File: src/rtl/xor_key_sequencer.sv
`default_nettype none
// ============================================================================
// Module   : xor_key_sequencer
// Purpose  : Upstream feeder for the XOR encryption stage. Buffers plaintext
//            bytes in a small FIFO and presents each byte together with the
//            active key and a per-byte rotation amount. The rotation steps
//            once per byte within a frame and restarts at 0 on every frame.
// Ports    : clk, rst              - clock, synchronous active-high reset
//            key_load, key_in      - key update request and new key value
//            in_valid/in_ready     - upstream byte handshake
//            in_data, in_last      - plaintext byte, end-of-frame marker
//            out_valid/out_ready   - downstream byte handshake
//            out_din, out_key      - byte and key for the encrypter
//            out_shift, out_last   - rotation amount, end-of-frame marker
//            key_busy              - key_load is currently ignored
// Revision : 1.0 - initial release
// ============================================================================
module xor_key_sequencer #(
  parameter int DEPTH   = 4,
  parameter int SHIFT_W = 3
) (
  input  logic               clk,
  input  logic               rst,
  input  logic               key_load,
  input  logic [7:0]         key_in,
  input  logic               in_valid,
  input  logic [7:0]         in_data,
  input  logic               in_last,
  output logic               in_ready,
  output logic               out_valid,
  input  logic               out_ready,
  output logic [7:0]         out_din,
  output logic [7:0]         out_key,
  output logic [SHIFT_W-1:0] out_shift,
  output logic               out_last,
  output logic               key_busy
);

  localparam int AW = $clog2(DEPTH);
  localparam int CW = AW + 1;

  typedef enum logic [0:0] {
    ST_IDLE = 1'b0,
    ST_MID  = 1'b1
  } state_t;

  logic [DEPTH-1:0][7:0] data_q, data_d;
  logic [DEPTH-1:0]      last_q, last_d;
  logic [AW-1:0]         wr_ptr_q, wr_ptr_d;
  logic [AW-1:0]         rd_ptr_q, rd_ptr_d;
  logic [CW-1:0]         count_q, count_d;
  state_t                state_q, state_d;
  logic [7:0]            key_q, key_d;
  logic [SHIFT_W-1:0]    shift_q, shift_d;

  logic push;
  logic pop;

  // in_ready looks only at the occupancy: a full FIFO refuses a byte even if
  // the head is being consumed in the same cycle.
  assign in_ready  = (count_q != CW'(DEPTH));
  assign out_valid = (count_q != '0);
  assign push      = in_valid & in_ready;
  assign pop       = out_valid & out_ready;

  // Head fields are forced to zero when the FIFO is empty so stale storage
  // never leaks onto the outputs.
  assign out_din   = out_valid ? data_q[rd_ptr_q] : 8'h00;
  assign out_last  = out_valid ? last_q[rd_ptr_q] : 1'b0;
  assign out_key   = key_q;
  assign out_shift = shift_q;

  // The key may change only between frames with nothing left in the FIFO,
  // which keeps it constant for every byte of a frame.
  assign key_busy  = (state_q == ST_MID) | out_valid;

  always_comb begin
    data_d   = data_q;
    last_d   = last_q;
    wr_ptr_d = wr_ptr_q;
    rd_ptr_d = rd_ptr_q;
    count_d  = count_q;
    state_d  = state_q;
    key_d    = key_q;
    shift_d  = shift_q;

    if (push) begin
      data_d[wr_ptr_q] = in_data;
      last_d[wr_ptr_q] = in_last;
      wr_ptr_d         = wr_ptr_q + AW'(1);
      // Every push either closes the frame or leaves one open.
      state_d          = in_last ? ST_IDLE : ST_MID;
    end

    if (pop) begin
      rd_ptr_d = rd_ptr_q + AW'(1);
      // Natural overflow of the SHIFT_W-bit counter gives the wrap to 0.
      shift_d  = out_last ? '0 : shift_q + SHIFT_W'(1);
    end

    case ({push, pop})
      2'b10:   count_d = count_q + CW'(1);
      2'b01:   count_d = count_q - CW'(1);
      default: count_d = count_q;
    endcase

    // A request made while busy is simply dropped.
    if (key_load && !key_busy) begin
      key_d = key_in;
    end
  end

  always_ff @(posedge clk) begin
    if (rst) begin
      data_q   <= '0;
      last_q   <= '0;
      wr_ptr_q <= '0;
      rd_ptr_q <= '0;
      count_q  <= '0;
      state_q  <= ST_IDLE;
      key_q    <= 8'h00;
      shift_q  <= '0;
    end else begin
      data_q   <= data_d;
      last_q   <= last_d;
      wr_ptr_q <= wr_ptr_d;
      rd_ptr_q <= rd_ptr_d;
      count_q  <= count_d;
      state_q  <= state_d;
      key_q    <= key_d;
      shift_q  <= shift_d;
    end
  end

endmodule
`default_nettype wire

File: config.mk
export PLATFORM = sky130hd
export DESIGN_NAME = xor_key_sequencer
export DESIGN_NICKNAME = d
export VERILOG_FILES = /design/src/rtl/xor_key_sequencer.sv
export SDC_FILE = /design/constraint.sdc
export NUM_CORES = 1
export LEC_CHECK = 0
export ABC_AREA = 0
export BUFFER_PORTS_ARGS = -buffer_cell sky130_fd_sc_hd__buf_2
export CORE_UTILIZATION = 62
export CTS_BUF_LIST = sky130_fd_sc_hd__clkbuf_4 sky130_fd_sc_hd__clkbuf_8
export DETAILED_ROUTE_END_ITERATION = 10
export PLACE_DENSITY_LB_ADDON = 0.15
export SETUP_SLACK_MARGIN = 0.02
export SLEW_MARGIN = 20
export SYNTH_ARGS = -nofsm -noshare
export SYNTH_HDL_FRONTEND = slang
export SYNTH_SLANG_ARGS = --single-unit
File: constraint.sdc
create_clock -name clk -period 3.62 [get_ports clk]
set_input_delay 0.724 -clock clk [delete_from_list [all_inputs] [get_ports clk]]
set_output_delay 0.724 -clock clk [all_outputs]
set_load 0.01 [all_outputs]
==> results.md <==
Synthesis:
- In the post-synthesis netlist, the biggest area contributors are sky130_fd_sc_hd__dfxtp_1, sky130_fd_sc_hd__o31ai_1, sky130_fd_sc_hd__a21oi_1.
- The library cell with the largest summed area after synthesis is sky130_fd_sc_hd__dfxtp_1.
- The number of synthesized register bits is 55.
- For this run, the number of Yosys warnings is 0.
- The cell count after synthesis is 296.
- Counting distinct cell types in the post-synthesis netlist gives 30.
- Yosys mapped a number of flops with a built-in enable equal to 0.
- The async set or reset register ratio after synthesis is 0%.
- The cell area after synthesis is 2659 sq um.
- For this run, the leading register cell type out of synthesis is sky130_fd_sc_hd__dfxtp_1.
- The synthesized net count is 325.
- The share of Yosys cell area claimed by the top area cell type is 41.41%.
- The average instance in the mapped netlist occupies 8.982 sq um.
- The share of the Yosys chip area taken by registers is 41.41%.

Layout:
- In the layout the commonest cells are sky130_fd_sc_hd__dfxtp_1, sky130_fd_sc_hd__a21oi_1, sky130_fd_sc_hd__buf_2.
- The diode insertion count for antenna repair is 0.
- From synthesis to final layout, the design area changed by 10.73%.
- The number of nets at the end of the flow is 349.
- The most common library cell in the layout ignoring fill and taps is sky130_fd_sc_hd__dfxtp_1.
- Once layout is done, the placed cells without fillers occupy 2944 sq um.
- The proportion of layout cells with a drive suffix above 1 is 21.56%.
- The count of cells in the finished layout, fillers not included, comes to 370.
- The post-layout utilization of the core is 72.56%.

CTS:
- The master cell of the clock root buffer is sky130_fd_sc_hd__clkbuf_8.
- TritonCTS built the clock tree.
- The total of cells resized after clock tree synthesis is 0.
- The H-tree generated during clock tree synthesis spans 2 levels.
- The number of setup buffers added after CTS is 0.
- The number of sinks on the clock net is 55.
- Clock tree synthesis inserted a total of 5 buffers.
- Buffers inserted to repair hold after CTS numbered 0.
- Clock-pin slew was measured on the worst setup and hold paths at 100 ps.
- The longest clock path from root to sink contains 2 buffers.
- The clock reaches the later pin of the worst-skew pair after 310 ps.

Routing:
- In the routed layout, each cell is associated on average with a via count of 6.584.
- In this run, the number of DRC markers left after iteration 0 of detailed routing was 204.
- Before antenna repair, the detailed router went through 4 iterations.
- The average routed wire per standard cell is 16.96 um.
- For this run, design rule violations remaining after detail routing come to 0.
- The total wirelength of the detailed-routed design is 6275 um.
- The via count is 2436.
- The detail route stage leaves a number of antenna-violating nets equal to 0.

Setup path:
- Across all register-to-register paths, the minimum setup slack is 1290 ps.
- The reg-to-reg critical path endpoint is count_q[2]$_SDFFE_PP0P_.
- The launching point of the worst reg2reg path is count_q[0]$_SDFFE_PP0P_.
- STA puts the critical path data required time at 2900 ps.
- The data arrival time of the critical path is 1950 ps.
- For this run, the slowest stage of the critical path takes 720 ps.
- For the worst flop-to-flop path, the logic depth is 8.
- The worst-path maximum fanout is 11.
- Traced cell by cell, the critical path runs through mux4_2, nor2b_1, buf_2.
- The worst setup path is captured at a primary output.
- The worst setup path is launched from a register.
- The kind of critical path is register to primary output.
- Among all stages on the critical path, the largest delay is contributed by sky130_fd_sc_hd__dfxtp_1.

GRT:
- The first global-routing pass estimated 9597 um of wire.
- The via count of the first global-routing pass is 2049.
- Summed over all layers, the global routing overflow is 0.
- The number of antenna violations at the first check in global routing was 0.
- The maximum number of pins on one net before global-route repair is 56.
- The total track usage is 28.22%.

STA:
- The total count of max-transition violations in the final report came to 0.
- Setup repair after global routing left no endpoint under its margin.
- The count of final hold-check violations is 0.
- The final-layout setup total negative slack is 0 ps.
- Setup violations remaining at the end of the flow were counted as 0.
- In the post-route analysis, the smallest setup slack over all paths is 945.3 ps.
- In the finished design, the share of the clock period the worst path needs comes to 73.89%.
- In this run the tightest slew margin relative to its limit is 31.94%.
- After layout, the minimum clock period comes to 2675 ps.
- Derived from the worst setup path, the maximum achievable clock frequency is 373.9 MHz.
- Clock skew on the completed layout was measured at 6.821 ps.
- On the final layout, the worst hold slack is 470.1 ps.
- The transition time at the pin with the least slew margin is 1021 ps.

Placed design:
- The post-DP HPWL is 3849 um.
- After detailed placement, the total cell area comes to 2856 sq um.
- The congestion estimate from routability-driven global placement came to 0.7666.
- Input and output buffers added on the ports amount to 44.
- The number of cells after detailed placement is 363.
- Prior to clock tree synthesis, the placed netlist has a worst setup slack of 1117 ps.

Min path:
- The worst hold path stage count is 2.
- The sink of the worst hold path is data_q[18]$_SDFFE_PP0P_.
- The start point of the worst hold path is data_q[18]$_SDFFE_PP0P_.
- The path class of the lowest-slack min-delay path is register to register.

Floorplanning:
- For this design the top-level I/O count stands at 45.
- The initial core utilization is 65.53%.
- The die boundary width is 67.49 um.
- The region available for standard cell placement spans 4058 sq um.
- The vertical die dimension is 67.49 um.
- The initialized floorplan defines 23 standard-cell rows.
- The total die area is 4554 sq um.

Run status:
- The run finished with clean final reports.

Pwr:
- The total power is 1.738 mW.
- Across the VDD grid, the largest voltage drop is 0.3283 mV.
- The total power divided by cell area is 590.5 nW/um^2.
- For this design the static power due to leakage is 1.088 nW.

Flow run:
- The max-cap check violation count is 0.
==> cell families after synthesis <==
kind of cell / after synthesis / share of synthesized area (%)
mux: 9 / 7.623
buf+inv: 47 / 6.918
xor+xnor: 4 / 1.318
simple gates: 72 / 16.14
flops: 55 / 41.41
fa+ha+maj: 7 / 3.576
compound gates: 102 / 23.01
==> flip-flops by register name (all words and copies together), names as in the netlist <==
register,flops
count_q,3
data_q,32
last_q,4
out_key,8
out_shift,3
rd_ptr_q,2
state_q,1
wr_ptr_q,2
==> worst max-delay path by stage <==
stage | end | start | cells after the start
after floorplan | count_q[2]$_SDFFE_PP0P_ | count_q[0]$_SDFFE_PP0P_ | 11
after global placement | count_q[2]$_SDFFE_PP0P_ | in_valid | 8
after detailed placement | count_q[2]$_SDFFE_PP0P_ | in_valid | 8
after CTS | out_last | rd_ptr_q[0]$_SDFFE_PP0P_ | 3
after global routing | out_din[4] | rd_ptr_q[1]$_SDFFE_PP0P_ | 3
final | out_last | rd_ptr_q[0]$_SDFFE_PP0P_ | 3
==> power breakdown <==
group	internal, mW	total [mW]	switching (mW)	leakage [nW]
combinational	0.241	0.623	0.382	0.593
clock	0.151	0.347	0.196	0.0470
sequential	0.678	0.769	0.0908	0.447
total	1.07	1.74	0.669	1.09
==> cells in the mapped netlist (2+ instances only) <==
cell type,n
sky130_fd_sc_hd__buf_2,6
sky130_fd_sc_hd__a21oi_1,51
sky130_fd_sc_hd__buf_1,2
sky130_fd_sc_hd__dfxtp_1,55
sky130_fd_sc_hd__ha_1,6
sky130_fd_sc_hd__xor2_1,3
sky130_fd_sc_hd__clkbuf_1,24
sky130_fd_sc_hd__nand4_1,36
sky130_fd_sc_hd__clkinv_1,4
sky130_fd_sc_hd__inv_1,10
sky130_fd_sc_hd__nand2_1,4
sky130_fd_sc_hd__o31ai_1,37
sky130_fd_sc_hd__nand3_1,10
sky130_fd_sc_hd__o21ai_0,11
sky130_fd_sc_hd__or3_1,2
sky130_fd_sc_hd__nor2_1,5
sky130_fd_sc_hd__nor2b_1,9
sky130_fd_sc_hd__mux4_2,9
==> area by class of cell <==
type,instances,area [sq um]
repair buffers,49,257.7
flip-flops and latches,55,1101
well taps,50,62.56
clock buffers,6,82.58
inverters,15,56.30
fillers,323,1114
multi-input cells,194,1379
clock inverters,1,5.005
==> layer usage <==
metal  GRT usage [%]  wire length (um)
met2           43.69              2970
met4           8.511                61
met5               0                 0
met3           5.236               470
met1           39.66              2772
==> worst max-delay path, delay by kind of cell, from the launching register on <==
family | cells | cell delay (ps)
buf+inv | 1 | 130
mux | 1 | 640
flops | 1 | 720
simple gates | 1 | 150
Power figures use the tool's default switching activity.
